===== src/rtl/clock_pkg.sv =====
// Shared constants, field select type and wrap helper for the alarm clock.
package clock_pkg;

  localparam int MAX_HOURS = 23;
  localparam int MAX_MINS  = 59;
  localparam int MAX_SECS  = 59;

  localparam int EN_TH  = 4;
  localparam int EN_TM  = 3;
  localparam int EN_AH  = 2;
  localparam int EN_AM  = 1;
  localparam int EN_RUN = 0;

  localparam int HOUR_W = 5;
  localparam int MIN_W  = 6;

  // Which field an up/down press is steered to.
  typedef enum logic [2:0] {
    SEL_NONE,
    SEL_TH,
    SEL_TM,
    SEL_AH,
    SEL_AM
  } field_sel_t;

  // Highest set bit of EN[4:1] wins; no bit set means nothing is adjusted.
  function automatic field_sel_t select_field(input logic [3:0] en_hi);
    if (en_hi[3])      return SEL_TH;
    else if (en_hi[2]) return SEL_TM;
    else if (en_hi[1]) return SEL_AH;
    else if (en_hi[0]) return SEL_AM;
    else               return SEL_NONE;
  endfunction

  // One step up or down with wrap at 0 and max_v.
  function automatic logic [MIN_W-1:0] step_wrap(input logic [MIN_W-1:0] v,
                                                 input logic [MIN_W-1:0] max_v,
                                                 input logic inc);
    if (inc) return (v == max_v) ? '0 : v + 1'b1;
    else     return (v == '0) ? max_v : v - 1'b1;
  endfunction

endpackage


===== src/rtl/tick_gen.sv =====
// 1 Hz prescaler: counts 0..CLK_HZ-1 while run, held at 0 otherwise.
module tick_gen #(
  parameter int CLK_HZ = 100_000_000
) (
  input  logic clk,
  input  logic rst,
  input  logic run,
  output logic tick
);

  localparam int CNT_W = (CLK_HZ > 2) ? $clog2(CLK_HZ) : 1;
  localparam logic [CNT_W-1:0] LAST = CNT_W'(CLK_HZ - 1);

  logic [CNT_W-1:0] count;

  // Prescaler register: wraps after the terminal count, cleared when not running.
  always_ff @(posedge clk) begin
    if (!rst)                      count <= '0;
    else if (!run || count == LAST) count <= '0;
    else                           count <= count + 1'b1;
  end

  assign tick = run && (count == LAST);

endmodule


===== src/rtl/time_keeper.sv =====
// Time-of-day and alarm registers with adjust muxing and alarm match.
module time_keeper
  import clock_pkg::*;
#(
  parameter int CLK_HZ = 100_000_000
) (
  input  logic              clk,
  input  logic              rst,
  input  logic [4:0]        EN,
  input  logic              adjust,
  input  logic              up,
  input  logic              down,
  output logic [HOUR_W-1:0] hours,
  output logic [MIN_W-1:0]  mins,
  output logic [MIN_W-1:0]  secs,
  output logic [HOUR_W-1:0] alarm_hours,
  output logic [MIN_W-1:0]  alarm_mins,
  output logic              Z,
  output logic              tick
);

  localparam logic [MIN_W-1:0] MAX_H6 = MIN_W'(MAX_HOURS);
  localparam logic [MIN_W-1:0] MAX_M6 = MIN_W'(MAX_MINS);
  localparam logic [MIN_W-1:0] MAX_S6 = MIN_W'(MAX_SECS);

  logic [HOUR_W-1:0] hours_next, alarm_hours_next;
  logic [MIN_W-1:0]  mins_next, secs_next, alarm_mins_next;
  field_sel_t        sel;
  logic              step, inc;

  tick_gen #(.CLK_HZ(CLK_HZ)) u_tick_gen (
    .clk  (clk),
    .rst  (rst),
    .run  (EN[EN_RUN]),
    .tick (tick)
  );

  // Simultaneous up+down cancels; presses outside adjust belong to the FSM.
  assign sel  = select_field(EN[EN_TH:EN_AM]);
  assign step = adjust && (up ^ down);
  assign inc  = up;

  // Next-state for all fields: tick carry chain first, then the adjust step.
  always_comb begin
    hours_next       = hours;
    mins_next        = mins;
    secs_next        = secs;
    alarm_hours_next = alarm_hours;
    alarm_mins_next  = alarm_mins;

    if (tick) begin
      secs_next = step_wrap(secs, MAX_S6, 1'b1);
      if (secs == MAX_S6) begin
        mins_next = step_wrap(mins, MAX_M6, 1'b1);
        if (mins == MAX_M6)
          hours_next = HOUR_W'(step_wrap(MIN_W'(hours), MAX_H6, 1'b1));
      end
    end

    if (step) begin
      case (sel)
        SEL_TH: begin
          hours_next = HOUR_W'(step_wrap(MIN_W'(hours), MAX_H6, inc));
          secs_next  = '0;
        end
        SEL_TM: begin
          mins_next = step_wrap(mins, MAX_M6, inc);
          secs_next = '0;
        end
        SEL_AH:  alarm_hours_next = HOUR_W'(step_wrap(MIN_W'(alarm_hours), MAX_H6, inc));
        SEL_AM:  alarm_mins_next  = step_wrap(alarm_mins, MAX_M6, inc);
        default: ;
      endcase
    end
  end

  // Field registers; reset overrides tick and adjust.
  always_ff @(posedge clk) begin
    if (!rst) begin
      hours       <= '0;
      mins        <= '0;
      secs        <= '0;
      alarm_hours <= '0;
      alarm_mins  <= '0;
    end else begin
      hours       <= hours_next;
      mins        <= mins_next;
      secs        <= secs_next;
      alarm_hours <= alarm_hours_next;
      alarm_mins  <= alarm_mins_next;
    end
  end

  assign Z = (hours == alarm_hours) && (mins == alarm_mins);

endmodule

===== config.mk =====
export PLATFORM = sky130hd
export DESIGN_NAME = time_keeper
export DESIGN_NICKNAME = d
export VERILOG_FILES = /design/src/rtl/clock_pkg.sv /design/src/rtl/tick_gen.sv /design/src/rtl/time_keeper.sv
export SDC_FILE = /design/constraint.sdc
export NUM_CORES = 1
export LEC_CHECK = 0
export CAP_MARGIN = 20
export CORE_UTILIZATION = 57
export CTS_BUF_LIST = sky130_fd_sc_hd__clkbuf_4 sky130_fd_sc_hd__clkbuf_8 sky130_fd_sc_hd__clkbuf_16
export DETAILED_ROUTE_END_ITERATION = 12
export HOLD_SLACK_MARGIN = 0.12
export PLACE_DENSITY = 0.81
export SLEW_MARGIN = 20
export SYNTH_ARGS = -nofsm -noshare
export SYNTH_HDL_FRONTEND = slang
export SYNTH_SLANG_ARGS = --single-unit

===== constraint.sdc =====
create_clock -name clk -period 3.15 [get_ports clk]
set_input_delay 0.4725 -clock clk [delete_from_list [all_inputs] [get_ports clk]]
set_output_delay 0.4725 -clock clk [all_outputs]
set_load 0.02 [all_outputs]

==> metrics.md <==
| Metric | Value |
|---|---|
| Final Routed Wirelength | `8340 um` |
| Max cap viols | `0` |
| Post-DP HPWL | `5840 um` |
| Die width | `81.5 um` |
| Iter 0 DRT Violations | `237` |
| Post_cts resized | `0` |
| Register area | `1100 um2` |
| Gr usage total | `0.264` |
| CTS Hold Bufs | `0` |
| Drt pass-1 iters | `5` |
| Yosys top cell by area | `dfxtp_1` |
| Worst-Skew Late Latency | `0.31 ns` |
| Post-Syn Nets | `485` |
| Status | `complete, no violations` |
| CTS Sinks | `55` |
| Pre-CTS setup slack | `0.430 ns` |
| Drt wl/cell | `14.9 um` |
| Fin nets | `508` |
| Footprint of the multi-input gates | `2320 um2` |
| P&R area growth vs syn | `14.0%` |
| Post-CTS setup buffers | `0` |
| Worst Path Class, Setup | `reg -> out` |
| Cells after DPL | `554` |
| Vias per inst | `6.11` |
| # diodes | `0` |
| Met2 WL post-DR | `3880 um` |
| Reg clk slew, reported paths | `0.09 ns` |
| H-tree depth | `2` |
| DRT antenna net count | `0` |
| Via count | `3430` |
| Unique masters post-synth | `59` |
| Fin cells | `561` |
| DIE HEIGHT | `81.5 um` |
| CP required | `2.68 ns` |
| Gr ovfl total | `0` |
| Endpoints failing hold | `0` |
| Crit path max fanout | `5` |
| Hold WC Path Type | `reg -> reg` |
| Metal-1 WL | `3920 um` |
| Highest metal layer with signal wires | `met4` |
| Vias in the first global route | `2947` |
| R2R depth | `5` |
| Post-synthesis instance area | `3610 um2` |
| Worst setup EP type | `primary output` |
| Worst R2R Setup Slack | `0.64 ns` |
| Detailed-route DRC error count | `0` |
| Critical R2R Capture | `mins[3]` |
| Die area | `6650 um2` |
| RSZ-0062 raised after global routing | `no` |
| Post-synth top area share | `0.305` |
| Peak VDD IR | `0.000275 V` |
| Initial antenna violation count | `0` |
| Synth async-reset ratio | `0` |
| Syn. warnings | `0` |
| Total negative slack | `0 ns` |
| Slew @ Worst Pin | `0.672 ns` |
| Final Slew Violations | `0` |
| Initial core utilization | `0.598` |
| Crit share post-route | `0.960` |
| Top Ports | `40` |
| CTS Buf Count | `5` |
| TritonCTS clock tree | `done` |
| Crit path launch | `u_tick_gen.count[11]` |
| Maximum clock frequency | `0.331 GHz` |
| Worst Setup Start Kind | `register` |
| Avg Cell Area, Syn | `7.79 um2` |
| Post-synth EDFFs | `0` |
| Final WS setup | `0.126 ns` |
| Filler cells | `514` |
| Synth top area cells | `dfxtp_1 31%, nor2_1 5.6%, xnor2_1 5.3%, xor2_1 5.3%, ha_1 4.2%` |
| GPL Wtd Cong | `0.853` |
| Slew HR | `0.548` |
| Largest net degree at the start of global routing | `38` |
| R2R Path Start | `u_tick_gen.count[11]` |
| CTS Buffer Depth | `2` |
| Synthesized instance count | `463` |
| Port bufs | `39` |
| Fin crit period | `3.02 ns` |
| Wire length on met3 | `444 um` |
| Lkg Pwr | `1.41 nW` |
| Yosys reg bits | `55` |
| Global-route wire length before repair | `13800 um` |
| Final setup vio count | `0` |
| Prevailing post-synth register cell | `dfxtp_1` |
| Root Driver | `clkbuf_8` |
| Pwr Density | `341 nW/um2` |
| Post-synthesis sequential area ratio | `0.305` |
| Std cell rows | `28` |
| Crit path DAT | `2.55 ns` |
| Clock Skew | `0.00961 ns` |
| Share of layout cells above drive strength 1 | `0.0556` |
| Total core area | `6030 um2` |
| Worst Setup EP | `tick` |
==> synthesized netlist by cell type (8+ instances only) <==
cell type  number
xnor2_1        22
nand2_1        34
and3_1         13
nor3_1          9
nor2_1         54
clkbuf_1       20
inv_1          17
a211oi_1        8
dfxtp_1        55
xor2_1         22
nand3_1        20
nand4_1        21
ha_1           12
a31oi_1         8
a21oi_1        24
o21ai_0        21
==> kinds of logic (layout without fill, tap and decap cells) <==
kind of cell               after synthesis  count (layout)  synth area share
muxes                                    6               6            0.0167
AOI/OAI and AO/OA                       97              97             0.179
DFF                                     55              55             0.305
buffers and inverters                   47              70            0.0507
xor gates and xnor gates                44              44             0.107
and+or+nand+nor                        202             202             0.300
adders and majority gates               12              12            0.0416
==> cells in the final DEF (no fill, tap or decap), types with 3 or more instances in the layout <==
master           instances
dfxtp_1                 55
nor2_1                  54
clkdlybuf4s50_1         39
nand2_1                 34
a21oi_1                 24
xnor2_1                 22
xor2_1                  22
nand4_1                 21
o21ai_0                 21
nand3_1                 20
inv_1                   17
and3_1                  13
ha_1                    12
nor3_1                   9
a31oi_1                  8
a211oi_1                 8
buf_4                    7
nand2b_1                 6
nor4_1                   6
nor2b_1                  6
or3_1                    6
mux2i_1                  6
clkbuf_8                 6
a211o_1                  4
nor4b_1                  3
o211ai_1                 3
or3_2                    3
o221a_2                  3
o21a_1                   3
o22ai_1                  3
==> worst min-delay path by stage <==
stage               slack [ns]                  end  cells past startpoint                 from
finish                    0.46  u_tick_gen.count[0]                      1  u_tick_gen.count[0]
global route              0.50  u_tick_gen.count[0]                      1  u_tick_gen.count[0]
CTS                       0.46  u_tick_gen.count[0]                      1  u_tick_gen.count[0]
detailed placement        0.44  u_tick_gen.count[0]                      1  u_tick_gen.count[0]
global placement          0.43  u_tick_gen.count[0]                      1  u_tick_gen.count[0]
floorplan                 0.42  u_tick_gen.count[0]                      1  u_tick_gen.count[0]
==> cell type report <==
class                   instances  share of cell area
multi-input cells             361               0.565
flip-flops and latches         55               0.268
repair buffers                 46               0.108
well taps                      75              0.0228
clock buffers                   6              0.0201
inverters                      17              0.0155
clock inverters                 1             0.00122
==> worst max-delay path, cell delays in order (launching register included) <==
cell             delay (ns)
dfxtp_1                0.35
or4_4                  0.55
nor4_4                 0.44
nand2_1                0.17
nor2_1                 0.13
clkdlybuf4s50_1        0.61
==> metrics by stage <==
stage / area (um2) / power, mW / utilization / hold WS [ns]
5_1_grt: 4110 / 1.46 / 0.682 / 0.496
3_5_place_dp: 4020 / 1.01 / 0.668 / 0.442
3_3_place_gp: 4020 / 1.01 / 0.668 / 0.430
4_1_cts: 4110 / 1.41 / 0.682 / 0.461
2_1_floorplan: 3610 / 0.925 / - / 0.418
6_report: 4110 / 1.40 / 0.682 / 0.456
==> report_power, final <==
group / leakage [nW] / switching (mW) / internal (mW) / total, mW
clock: 0.0470 / 0.228 / 0.173 / 0.401
combinational: 0.914 / 0.139 / 0.120 / 0.258
sequential: 0.444 / 0.0344 / 0.709 / 0.744
==> registers in the layout (all words and copies together) (netlist names) <==
name              count
u_tick_gen.count     27
alarm_hours           5
mins                  6
hours                 5
secs                  6
alarm_mins            6
==> per-layer routing <==
metal,GRT usage,vias up
met3,0.0611,13
met2,0.438,96
met5,0,-
met1,0.346,1601
li1,-,1720
met4,0.0607,0
Note: power is estimated with default switching activity, not from simulation.
